## config.mk

```make
export PLATFORM = sky130hd
export DESIGN_NAME = tick_divider_bank_flat
export DESIGN_NICKNAME = d
export VERILOG_FILES = /design/src/rtl/tick_divider_bank_if.sv /design/src/rtl/tick_divider_bank.sv /design/src/flat_wrapper.sv
export SDC_FILE = /design/constraint.sdc
export NUM_CORES = 1
export LEC_CHECK = 0
export BUFFER_PORTS_ARGS = -buffer_cell sky130_fd_sc_hd__buf_2
export CAP_MARGIN = 5
export CORE_MARGIN = 5
export CORE_UTILIZATION = 23
export DETAILED_ROUTE_END_ITERATION = 10
export HOLD_SLACK_MARGIN = 0.15
export PLACE_DENSITY = 0.34
export SYNTH_ARGS = -nofsm -noshare
export SYNTH_HDL_FRONTEND = slang
export SYNTH_SLANG_ARGS = --single-unit
```

## constraint.sdc

```tcl
create_clock -name clk_i -period 5.15 [get_ports clk_i]
set_input_delay 0.7725 -clock clk_i [delete_from_list [all_inputs] [get_ports clk_i]]
set_output_delay 0.7725 -clock clk_i [all_outputs]
set_load 0.03 [all_outputs]
```

## src/rtl/tick_divider_bank_if.sv

```systemverilog
// Configuration port of tick_divider_bank: write request fields plus
// per-channel pending/ack status and the one-cycle reject pulse.
interface tick_divider_bank_if #(
    parameter int unsigned NCH   = 4,
    parameter int unsigned SELW  = 2,
    parameter int unsigned WIDTH = 28
);
    logic             cfg_we_i;
    logic [SELW-1:0]  cfg_sel_i;
    logic [WIDTH-1:0] cfg_div_i;
    logic [WIDTH-1:0] cfg_duty_i;
    logic             cfg_err_o;
    logic [NCH-1:0]   cfg_pend_o;
    logic [NCH-1:0]   cfg_ack_o;

    modport master (
        output cfg_we_i, cfg_sel_i, cfg_div_i, cfg_duty_i,
        input  cfg_err_o, cfg_pend_o, cfg_ack_o
    );

    modport slave (
        input  cfg_we_i, cfg_sel_i, cfg_div_i, cfg_duty_i,
        output cfg_err_o, cfg_pend_o, cfg_ack_o
    );
endinterface

```

## src/rtl/tick_divider_bank.sv

```systemverilog
// Multi-channel run-time programmable tick/level divider. New divisor and
// duty settings are staged and swapped in only at a period boundary.
module tick_divider_bank #(
    parameter int unsigned NCH         = 4,
    parameter int unsigned SELW        = 2,
    parameter int unsigned WIDTH       = 28,
    parameter int unsigned DEFAULT_DIV = 100000000
) (
    input  logic                clk_i,
    input  logic                reset,
    input  logic [NCH-1:0]      en_i,
    tick_divider_bank_if.slave  cfg,
    output logic [NCH-1:0]      clk_o,
    output logic [NCH-1:0]      tick_o
);

    localparam logic [WIDTH-1:0] DEF_DIV = WIDTH'(DEFAULT_DIV);
    localparam logic [WIDTH-1:0] DEF_HI  = WIDTH'(DEFAULT_DIV / 2);

    typedef struct packed {
        logic [WIDTH-1:0] div;
        logic [WIDTH-1:0] hi;
    } ch_cfg_t;

    logic             sel_ok_c;
    logic             wr_ok_c;
    logic [WIDTH-1:0] hi_new_c;
    logic             err_q;
    logic [NCH-1:0]   pend_v;
    logic [NCH-1:0]   ack_v;

    // Write validation and duty default shared by all channels
    always_comb begin
        sel_ok_c = 1'b0;
        wr_ok_c  = 1'b0;
        hi_new_c = cfg.cfg_duty_i;
        sel_ok_c = (32'(cfg.cfg_sel_i) < NCH);
        wr_ok_c  = cfg.cfg_we_i && sel_ok_c
                   && (cfg.cfg_div_i >= WIDTH'(2))
                   && (cfg.cfg_duty_i < cfg.cfg_div_i);
        if (cfg.cfg_duty_i == '0) begin
            hi_new_c = cfg.cfg_div_i >> 1;
        end
    end

    always_ff @(posedge clk_i or negedge reset) begin
        if (!reset) begin
            err_q <= 1'b0;
        end else begin
            err_q <= cfg.cfg_we_i && !wr_ok_c;
        end
    end

    for (genvar g = 0; g < NCH; g++) begin : g_ch
        ch_cfg_t          act_q;
        ch_cfg_t          stg_q;
        logic [WIDTH-1:0] cnt_q;
        logic             pend_q;
        logic             ack_q;
        logic             clk_q;
        logic             tick_q;
        logic             wrap_c;
        logic             apply_c;
        logic             hit_c;

        // Apply happens at the period boundary, or at once while idle
        always_comb begin
            wrap_c  = 1'b0;
            apply_c = 1'b0;
            hit_c   = 1'b0;
            wrap_c  = (cnt_q == act_q.div - WIDTH'(1));
            apply_c = pend_q && (!en_i[g] || wrap_c);
            hit_c   = wr_ok_c && (cfg.cfg_sel_i == SELW'(g));
        end

        always_ff @(posedge clk_i or negedge reset) begin
            if (!reset) begin
                cnt_q  <= '0;
                act_q  <= '{div: DEF_DIV, hi: DEF_HI};
                stg_q  <= '{div: DEF_DIV, hi: DEF_HI};
                pend_q <= 1'b0;
                ack_q  <= 1'b0;
                clk_q  <= 1'b0;
                tick_q <= 1'b0;
            end else begin
                if (en_i[g]) begin
                    cnt_q  <= wrap_c ? '0 : cnt_q + WIDTH'(1);
                    clk_q  <= (cnt_q < act_q.hi);
                    tick_q <= wrap_c;
                end else begin
                    cnt_q  <= '0;
                    clk_q  <= 1'b0;
                    tick_q <= 1'b0;
                end

                if (apply_c) begin
                    act_q <= stg_q;
                end
                ack_q <= apply_c;

                // A same-edge write re-stages after the old value is applied
                if (hit_c) begin
                    stg_q  <= '{div: cfg.cfg_div_i, hi: hi_new_c};
                    pend_q <= 1'b1;
                end else if (apply_c) begin
                    pend_q <= 1'b0;
                end
            end
        end

        assign clk_o[g]  = clk_q;
        assign tick_o[g] = tick_q;
        assign pend_v[g] = pend_q;
        assign ack_v[g]  = ack_q;
    end

    assign cfg.cfg_err_o  = err_q;
    assign cfg.cfg_pend_o = pend_v;
    assign cfg.cfg_ack_o  = ack_v;

endmodule

```

## src/flat_wrapper.sv

```systemverilog
// flat-port wrapper written by rule: the top's interface ports become plain ports
module tick_divider_bank_flat 
#(
    parameter int unsigned NCH         = 4,
    parameter int unsigned SELW        = 2,
    parameter int unsigned WIDTH       = 28,
    parameter int unsigned DEFAULT_DIV = 100000000
)
  (clk_i, reset, en_i, clk_o, tick_o, cfg_cfg_we_i, cfg_cfg_sel_i, cfg_cfg_div_i, cfg_cfg_duty_i, cfg_cfg_err_o, cfg_cfg_pend_o, cfg_cfg_ack_o);
  tick_divider_bank_if #(.NCH(NCH), .SELW(SELW), .WIDTH(WIDTH)) cfg_i ();
  input  logic clk_i;
  input  logic reset;
  input  logic [NCH-1:0] en_i;
  output logic [NCH-1:0] clk_o;
  output logic [NCH-1:0] tick_o;
  input wire logic [$bits(cfg_i.cfg_we_i)-1:0] cfg_cfg_we_i;
  input wire logic [$bits(cfg_i.cfg_sel_i)-1:0] cfg_cfg_sel_i;
  input wire logic [$bits(cfg_i.cfg_div_i)-1:0] cfg_cfg_div_i;
  input wire logic [$bits(cfg_i.cfg_duty_i)-1:0] cfg_cfg_duty_i;
  output wire logic [$bits(cfg_i.cfg_err_o)-1:0] cfg_cfg_err_o;
  output wire logic [$bits(cfg_i.cfg_pend_o)-1:0] cfg_cfg_pend_o;
  output wire logic [$bits(cfg_i.cfg_ack_o)-1:0] cfg_cfg_ack_o;
  assign cfg_i.cfg_we_i = cfg_cfg_we_i;
  assign cfg_i.cfg_sel_i = cfg_cfg_sel_i;
  assign cfg_i.cfg_div_i = cfg_cfg_div_i;
  assign cfg_i.cfg_duty_i = cfg_cfg_duty_i;
  assign cfg_cfg_err_o = cfg_i.cfg_err_o;
  assign cfg_cfg_pend_o = cfg_i.cfg_pend_o;
  assign cfg_cfg_ack_o = cfg_i.cfg_ack_o;
  tick_divider_bank #(.NCH(NCH), .SELW(SELW), .WIDTH(WIDTH), .DEFAULT_DIV(DEFAULT_DIV)) u_core (.clk_i(clk_i), .reset(reset), .en_i(en_i), .cfg(cfg_i), .clk_o(clk_o), .tick_o(tick_o));
endmodule
```

# Word level (Yosys, flattened, before mapping)
# Index checks and enable logic that the tools add are counted.
# totals
regBits	577
elab_cells	109
# op_classes
addsub	8
order_cmp	6
eq_ne	7
n_mux	25
reduce_logical	26
# ops
op	n
28-bit 2-to-1 mux	9
28-bit less-than comparator	5
28-bit by 1-bit adder with 28-bit output, second input constant	4
28-bit equality test	4
28-bit by 1-bit subtractor with 28-bit output, second input constant	4
28-bit by 2-bit >= comparator with 1-bit output, second input constant	1
28-bit logical NOT	1
1-bit 2-to-1 mux	16
1-bit logical AND	11
2-bit nonzero test	4
1-bit logical NOT	5
2-bit equality test, second input constant	2
1-bit logical OR	4
2-bit by 1-bit equality test with 1-bit output, second input constant	1
2-bit logical NOT	1

# Depth between registers and ports, before layout
# Gate-level depths: netlist of the first run.
# depth
word_depth	6
depth_mapped	13
depth_no_buf	10

# Worst setup path before layout of the first run
# OpenSTA, ideal clock, no wires.
# synth_path
kind	in2reg
start	input port cfg_cfg_div_i[4]
end	register u_core.g_ch[0].stg_q[53] (netlist bit)
setup_ns	0.125
arrival_time_ns	3.584
required_time_ns	5.025
path_slack_ns	1.442
path_stages	12
n_path_buf	2
path_cell_list	inv_1 -> ha_1 -> a21o_1 -> a21o_1 -> a21oi_1 -> o21ai_0 -> a2111oi_0 -> o21ai_0 -> a211oi_1 -> clkbuf_1 -> clkbuf_1 -> mux2_2
# synth_between
elab_chain_len	4
elab_cells_between_ends	5
cone_classes	2 x order compare; 3 x reduce/logical
# synth_lines
item	line_no	rtl
from (decl)	flat_wrapper.sv:18	input wire logic [$bits(cfg_i.cfg_div_i)-1:0] cfg_cfg_div_i;
28-bit by 2-bit >= comparator with 1-bit output	tick_divider_bank.sv:39	&& (cfg.cfg_div_i >= WIDTH'(2))
1-bit logical AND	tick_divider_bank.sv:39	
1-bit logical AND (*)	tick_divider_bank.sv:40	&& (cfg.cfg_duty_i < cfg.cfg_div_i);
1-bit logical AND (*)	tick_divider_bank.sv:73	hit_c = wr_ok_c && (cfg.cfg_sel_i == SELW'(g));
to (signal assigned)	tick_divider_bank.sv:80	stg_q <= '{div: DEF_DIV, hi: DEF_HI};
to (signal assigned)	tick_divider_bank.sv:103	stg_q <= '{div: cfg.cfg_div_i, hi: hi_new_c};
to (decl)	tick_divider_bank.sv:56	ch_cfg_t stg_q;
# Every way passes the cells marked *; elsewhere a longest branch is shown, timed or not.
# A chain may end at the register's enable or synchronous reset.

# Final worst setup path of the first run
# layout_path
start	register u_core.g_ch[3].act_q[34] (netlist bit)
end	register u_core.g_ch[3].act_q[8] (netlist bit)
# layout_between
elab_chain_len	4
# layout_lines
item	line_no	rtl
from (decl)	tick_divider_bank.sv:55	ch_cfg_t act_q;
from (signal assigned)	tick_divider_bank.sv:79	act_q <= '{div: DEF_DIV, hi: DEF_HI};
from (signal assigned)	tick_divider_bank.sv:97	act_q <= stg_q;
28-bit by 1-bit subtractor with 28-bit output	tick_divider_bank.sv:71	wrap_c = (cnt_q == act_q.div - WIDTH'(1));
28-bit equality test	tick_divider_bank.sv:71	
1-bit logical OR	tick_divider_bank.sv:72	apply_c = pend_q && (!en_i[g] || wrap_c);
1-bit logical AND	tick_divider_bank.sv:72	
# No other way between the ends.

==> impl_metrics.yaml, run 1 <==
outcome:
  outcome: "completed"
synth:
  syn_inst: 3194
  synthMuxAreaShare: 0.120
  postSynth.asyncResetShare: 1.00
  syn-num-nets: 3402
  synthAdderAreaFrac: 0.0551
  avgSynthCellArea_sq_um: 10.2
  synth_flop_cell: "dfrtp_1"
  synth_edf_count: 0
  netlist_area_sq_mm: 0.0325
  ys_seq_elements: 577
  synth.distinct_cells: 82
  yosysSeqAreaShare: 0.452
  synth_top_family_by_area: "simple AND/OR/NAND/NOR gates"
  synthSimpleGateAreaFrac: 0.167
  synth_xor_area_frac: 0.0606
  synth_compound_area_frac: 0.0974
  ys_warn_count: 0
floorplan:
  fp.dieH_um: 386
  rows: 138
  chipWidth_um: 386
  initial_core_util: 0.230
  ioPinCount: 82
  die_area_sq_mm: 0.149
  core-area_sq_mm: 0.141
cts:
  cts_root_buf: "clkbuf_16"
  clk_latency_ns: 0.65
  cts_max_path_buffers: 3
  post_cts_resized: 0
  clk_pin_slew_ns: 0.06
  holdBufCountCts: 0
  h-tree-depth: 3
  numCtsBuffers: 75
  post_cts_buffers: 0
  cts_tree: "built"
  cts_sinks: 577
timing:
  setup_ws_ns: 0.933
  post-route-period-util: 0.819
  tns_ns: 0
  setup_violations: 0
  hold_viol: 0
  max-slew-margin-rel: 0.240
  worstMarginPinSlew_ns: 1.14
  drv_slew: 0
  rsz0062_at_grt: "false"
  layout_min_cycle_time_ns: 4.22
  fin_worst_skew_ns: 0.0186
  max_freq_mhz: 237
worst_hold_path:
  hold_path.class: "input pin to asynchronous set/reset pin"
global_route:
  grt_pass1_vias: 24200
  grt_max_degree: 104
  grt-ovfl-total: 0
  grt_pass1_wl_mm: 176
  grt_use_total: 0.160
  antenna_found_initial: 24
detailed_routing:
  vias: 24200
  drc: 0
  drt-total-wl_mm: 120
  antenna_left: 0
  drt_iter0_drc: 1706
  vias_per_cell: 4.66
  wl_per_cell_um: 23.0
  drtPass1Iterations: 6
layout:
  instances_no_fill: 5201
  drive_gt1_frac: 0.250
  area_growth_pct: 16.5
  nNetsFinal: 3439
  num-fill-cells: 14900
placed_design:
  dp.cells: 5044
  place_congestion: 0.784
  portBuffers: 81
  dp_hpwl_mm: 83.7
  pre_cts_ws_ns: 0.777
pwr:
  leakage_nw: 15.9
  p_per_area_mw_per_mm2: 442
  p_total_mw: 16.7
  peakVddDrop_mv: 0.214
critical_path:
  critPathMaxFanout: 99
  crit_path_end_kind: "register"
  reg2reg_depth: 9
  critPathRequiredTime_ns: 5.67
  worstPathArrival_ns: 4.74
  setup.worst_path.start_class: "register"
  worstSetupPathType: "register to register"
job:
  cap_violations: 0
## metrics by stage
step / instance area, sq um / hold WS [ns] / util
6_report: 37900 / 0.182 / 0.268
5_1_grt: 37800 / 0.231 / 0.268
4_1_cts: 37800 / 0.203 / 0.268
3_5_place_dp: 35200 / 0.473 / 0.250
3_3_place_gp: 35200 / 0.473 / 0.250
2_1_floorplan: 32500 / 0.458 / -
## where the power goes
part / total, mW / internal (mW) / leakage (nW) / switching, mW
clock: 5.54 / 3.34 / 1.25 / 2.21
combinational: 3.93 / 1.88 / 7.82 / 2.04
sequential: 7.27 / 6.11 / 6.78 / 1.16
## Yosys cell counts, types with 61 or more instances
| master | instances | area, sq um |
|---|---|---|
| a21o_1 | 92 | 691 |
| and2_1 | 61 | 382 |
| clkbuf_1 | 133 | 499 |
| dfrtp_1 | 385 | 9630 |
| dfstp_2 | 192 | 5040 |
| ha_1 | 143 | 1790 |
| inv_1 | 177 | 664 |
| mux2_2 | 327 | 3680 |
| nand2_1 | 304 | 1140 |
| nand3_1 | 142 | 711 |
| nor2_1 | 183 | 687 |
| o21ai_0 | 66 | 330 |
| or3_1 | 73 | 457 |
| xnor2_1 | 129 | 1130 |
| xor2_1 | 96 | 841 |
## cell type report
type	count	area, sq um	share of cell area
multi-input cells	2244	16400	0.433
flip-flops and latches	577	14700	0.388
well taps	1890	2360	0.0625
clock buffers	114	2220	0.0586
repair buffers	155	1150	0.0303
inverters	178	668	0.0176
clock inverters	26	354	0.00935
diodes	17	42.5	0.00112
## sequential cells by signal (all words and copies together) (netlist names)
register and count:
u_core.g_ch.tick_q 4, u_core.g_ch.stg_q 224, u_core.g_ch.act_q 224, u_core.g_ch.ack_q 4, u_core.g_ch.pend_q 4, u_core.cfg.cfg_err_o 1
u_core.g_ch.cnt_q 112, u_core.g_ch.clk_q 4
## cell usage in the layout, fill, tap and decap left out, types with 18 or more instances in the layout
master / instances
nor4_1: 45
a21oi_1: 44
nor2_1: 181
o21ai_0: 64
dfstp_2: 192
inv_1: 177
nand3_1: 142
buf_4: 60
clkbuf_16: 78
nand2b_1: 22
xnor2_1: 129
ha_1: 143
and3_1: 24
nand2_1: 304
a222oi_1: 25
mux2_2: 327
nor2b_1: 22
xor2_1: 96
nor4b_1: 18
dfrtp_1: 383
o22ai_1: 58
nor3_1: 54
a21o_1: 92
and2_1: 61
clkbuf_1: 23
buf_2: 80
nand4_1: 52
a31oi_1: 50
or3_1: 73
## final timing paths
| path | to | slack, ns | startpoint |
|---|---|---|---|
| worst max-delay path | u_core.g_ch[3].act_q[8]$_DFFE_PN0P_ | 0.93 | u_core.g_ch[3].act_q[34]$_DFFE_PN0P_ |
| worst min-delay path | u_core.g_ch[2].act_q[53]$_DFFE_PN0P_ | 0.18 | reset |
| worst max register to register | u_core.g_ch[3].act_q[8]$_DFFE_PN0P_ | 0.93 | u_core.g_ch[3].act_q[34]$_DFFE_PN0P_ |
| worst min register to register | u_core.g_ch[2].act_q[46]$_DFFE_PN1P_ | 0.48 | u_core.g_ch[2].stg_q[46]$_DFFE_PN1P_ |
| max in group asynchronous | u_core.g_ch[0].act_q[42]$_DFFE_PN1P_ | 3.85 | reset |
| min in group clk_i | u_core.g_ch[2].tick_q$_DFF_PN0_ | 0.47 | en_i[2] |
## logic make-up (layout without fill, tap and decap cells)
family / after synthesis / after routing
buf+inv: 373 / 473
xor+xnor: 225 / 225
fa+ha+maj: 143 / 143
flops: 577 / 577
simple gates: 1074 / 1074
mux: 347 / 347
compound gates: 455 / 455
other cells: 0 / 17
## layer usage
| layer | wire, um | vias to the layer above | share of wire | GRT usage |
|---|---|---|---|---|
| met5 | 17 | - | 0.00014 | 0 |
| met4 | 2210 | 2 | 0.018 | 0.0316 |
| met3 | 7390 | 113 | 0.062 | 0.0437 |
| met2 | 52900 | 555 | 0.44 | 0.248 |
| met1 | 57200 | 12100 | 0.48 | 0.225 |
| li1 | - | 11400 | - | - |
## critical path, stage by stage (launching register included)
cell and delay (ns):
dfrtp_1 0.50, or4_4 0.61, or3_1 0.47, or3_1 0.41, or3b_1 0.40, xnor2_1 0.18, o211ai_4 0.24, buf_4 0.81
or3_1 0.22, nand3_1 0.07
Power figures use the tool's default switching activity.
==> inputs of run 2 (changes only) <==
--- a/config.mk
+++ b/config.mk
@@ -5,13 +5,14 @@
 export SDC_FILE = /design/constraint.sdc
 export NUM_CORES = 1
 export LEC_CHECK = 0
+export ABC_AREA = 1
 export BUFFER_PORTS_ARGS = -buffer_cell sky130_fd_sc_hd__buf_2
 export CAP_MARGIN = 5
 export CORE_MARGIN = 5
 export CORE_UTILIZATION = 23
 export DETAILED_ROUTE_END_ITERATION = 10
 export HOLD_SLACK_MARGIN = 0.15
-export PLACE_DENSITY = 0.34
+export PLACE_DENSITY = 0.35
 export SYNTH_ARGS = -nofsm -noshare
 export SYNTH_HDL_FRONTEND = slang
 export SYNTH_SLANG_ARGS = --single-unit
==> constraint.sdc (replaced) <==
create_clock -name clk_i -period 3.5 [get_ports clk_i]
set_input_delay 0.525 -clock clk_i [delete_from_list [all_inputs] [get_ports clk_i]]
set_output_delay 0.525 -clock clk_i [all_outputs]
set_load 0.03 [all_outputs]
==> impl_metrics.yaml, run 2 <==
synth:
  synthMostInstantiatedCell: "nand2_1"
  yosys.area.top_type: "dfrtp_1"
  synth_compound_area_frac: 0.0678
  ys_seq_elements: 577
  yosysSeqAreaShare: 0.457
  synth_flop_cell: "dfrtp_1"
  synth.distinct_cells: 44
  synth_common_cells: "nand2_1, nor2_1, dfrtp_1"
  avgSynthCellArea_sq_um: 7.85
  netlist_area_sq_mm: 0.0321
  synth_top_area_frac: 0.300
  synthSimpleGateAreaFrac: 0.292
  synthAdderAreaFrac: 0.0558
  syn_inst: 4090
  synthTopCellsByArea: "dfrtp_1, dfstp_2, nand2_1, nand3_1, ha_1"
  ys_warn_count: 0
  postSynth.asyncResetShare: 1.00
  synth_top_family_by_area: "simple AND/OR/NAND/NOR gates"
  synth_edf_count: 0
  syn-num-nets: 4298
  synth_xor_area_frac: 0.0549
  synthMuxAreaShare: 0
job:
  cap_violations: 0
critical_path:
  worstSetupPathType: "register to register"
  critPathRequiredTime_ns: 4.03
  critPathMaxFanout: 39
  crit_path_end_kind: "register"
  setup.worst_path.start_class: "register"
  worstPathArrival_ns: 3.62
layout:
  nNetsFinal: 4390
  drive_gt1_frac: 0.122
  final_cell_mix: "nand2_1, nor2_1, dfrtp_1"
  area_growth_pct: 16.0
  layout_commonest_cell: "nand2_1"
  top_regs: "u_core.g_ch.act_q: 224 flops, u_core.g_ch.stg_q: 224 flops, u_core.g_ch.cnt_q: 112 flops"
global_route:
  grt_pass1_wl_mm: 174
  grt_use_total: 0.156
  antenna_found_initial: 33
  grt-ovfl-total: 0
  grt_max_degree: 114
  grt_pass1_vias: 26400
worst_hold_path:
  hold_path.class: "input pin to register"
pwr:
  sequentialPowerShare: 0.405
  switching_share: 0.380
  switching_power_mw: 9.60
  combPwrFrac: 0.300
  p_total_mw: 25.3
  clockPowerShare: 0.295
  leakage_nw: 17.8
  internal-power_mw: 15.7
  peakVddDrop_mv: 0.328
  p_per_area_mw_per_mm2: 679
cts:
  cts_max_path_buffers: 3
  cts_tree: "built"
  numCtsBuffers: 72
  cts_root_buf: "clkbuf_16"
  h-tree-depth: 3
  cts_sinks: 577
  post_cts_buffers: 0
  clk_latency_ns: 0.65
  clk_pin_slew_ns: 0.06
detailed_routing:
  drtPass1Iterations: 5
  drc: 0
  antenna_left: 0
  wl_per_cell_um: 18.7
  drt-total-wl_mm: 115
  vias: 26500
  drt_iter0_drc: 1712
  vias_per_cell: 4.32
timing:
  tns_ns: 0
  post-route-period-util: 0.884
  layout_min_cycle_time_ns: 3.09
  drv_slew: 0
  hold_viol: 0
  fin_worst_skew_ns: 0.0228
  rsz0062_at_grt: "false"
  setup_violations: 0
  worstMarginPinSlew_ns: 1.25
  max_freq_mhz: 323
  max-slew-margin-rel: 0.168
floorplan:
  rows: 137
  die_area_sq_mm: 0.147
  core-area_sq_mm: 0.139
  ioPinCount: 82
  fp.dieH_um: 384
  chipWidth_um: 384
  initial_core_util: 0.231
placed_design:
  portBuffers: 81
  dp_hpwl_mm: 84.7
  place_congestion: 0.831
outcome:
  outcome: "completed"
==> run 2: logic make-up (layout without fill, tap and decap cells) <==
kind of cell	Yosys count	count (layout)
and+or+nand+nor	2229	2229
DFF	577	577
buffers and inverters	529	681
AOI/OAI and AO/OA	411	411
xor gates and xnor gates	201	201
adders and majority gates	143	143
other	0	5
==> run 2: cell type report <==
class,instances,area [sq um]
antenna,5,12.5
clock buffer,116,2150
clock inverter,18,170
fill,15400,102000
inverter,374,1400
multi-input combinational,2984,15100
sequential,577,14700
tap,1876,2350
timing repair buffer,173,1360
==> run 2: layer usage <==
metal,vias to the layer above,routed length [um],GRT usage
met3,115,6650,0.0372
met5,-,27,0
li1,13300,-,-
met2,450,50800,0.245
met1,12600,55300,0.219
met4,4,2010,0.0305
==> run 2: what timing repair did <==
| item | CTS | global route |
|---|---|---|
| hold buffers | 5 | 0 |
| gates resized for setup | 0 | 0 |
| hold endpoints to repair | 56 | 0 |
==> run 2: critical path: stages, from the launching register on <==
cell,delay [ns]
dfrtp_1,0.41
inv_1,0.14
ha_1,0.21
nand3_1,0.17
nor2_2,0.30
xor2_1,0.34
nand2_1,0.09
nor2_1,0.10
nand2_1,0.05
nor2_1,0.16
nand3_1,0.22
nand2_2,0.20
nand2_2,0.07
buf_4,0.30
nand2_1,0.12
nand2_1,0.05
==> run 2: stage by stage <==
step                cells   util  hold WS [ns]  setup slack [ns]  cell area [sq um]
floorplan            4090      -         0.229              1.08              32100
global placement     5979  0.251         0.453             0.410              34800
detailed placement   5979  0.251         0.453             0.409              34800
CTS                  6118  0.268         0.151             0.393              37200
global route         6119  0.268         0.190             0.111              37200
finish               6123  0.268         0.199             0.407              37200
==> run 2: path summary, 6_finish.rpt <==
kind | startpoint | end | slack [ns] | cells after the start
min in group asynchronous | reset | u_core.g_ch[3].cnt_q[6]$_DFF_PN0_ | 0.43 | 2
setup / recovery | u_core.g_ch[0].act_q[28]$_DFFE_PN0P_ | u_core.g_ch[0].act_q[31]$_DFFE_PN0P_ | 0.41 | 15
setup reg to reg | u_core.g_ch[0].act_q[28]$_DFFE_PN0P_ | u_core.g_ch[0].act_q[31]$_DFFE_PN0P_ | 0.41 | 15
max in group asynchronous | reset | u_core.g_ch[0].cnt_q[21]$_DFF_PN0_ | 2.03 | 3
hold reg to reg | u_core.g_ch[2].act_q[13]$_DFFE_PN1P_ | u_core.g_ch[2].act_q[13]$_DFFE_PN1P_ | 0.46 | 2
hold / removal | en_i[0] | u_core.g_ch[0].clk_q$_DFF_PN0_ | 0.20 | 3
==> run 2: power groups by stage <==
stage                     sequential [mW]  combinational (mW)  clock [mW]
after floorplan                      9.69                5.71           0
after global placement               10.4                7.64           0
after detailed placement             10.4                7.66           0
after CTS                            10.3                7.70        7.80
after global routing                 10.5                8.89        8.04
final                                10.2                7.58        7.45
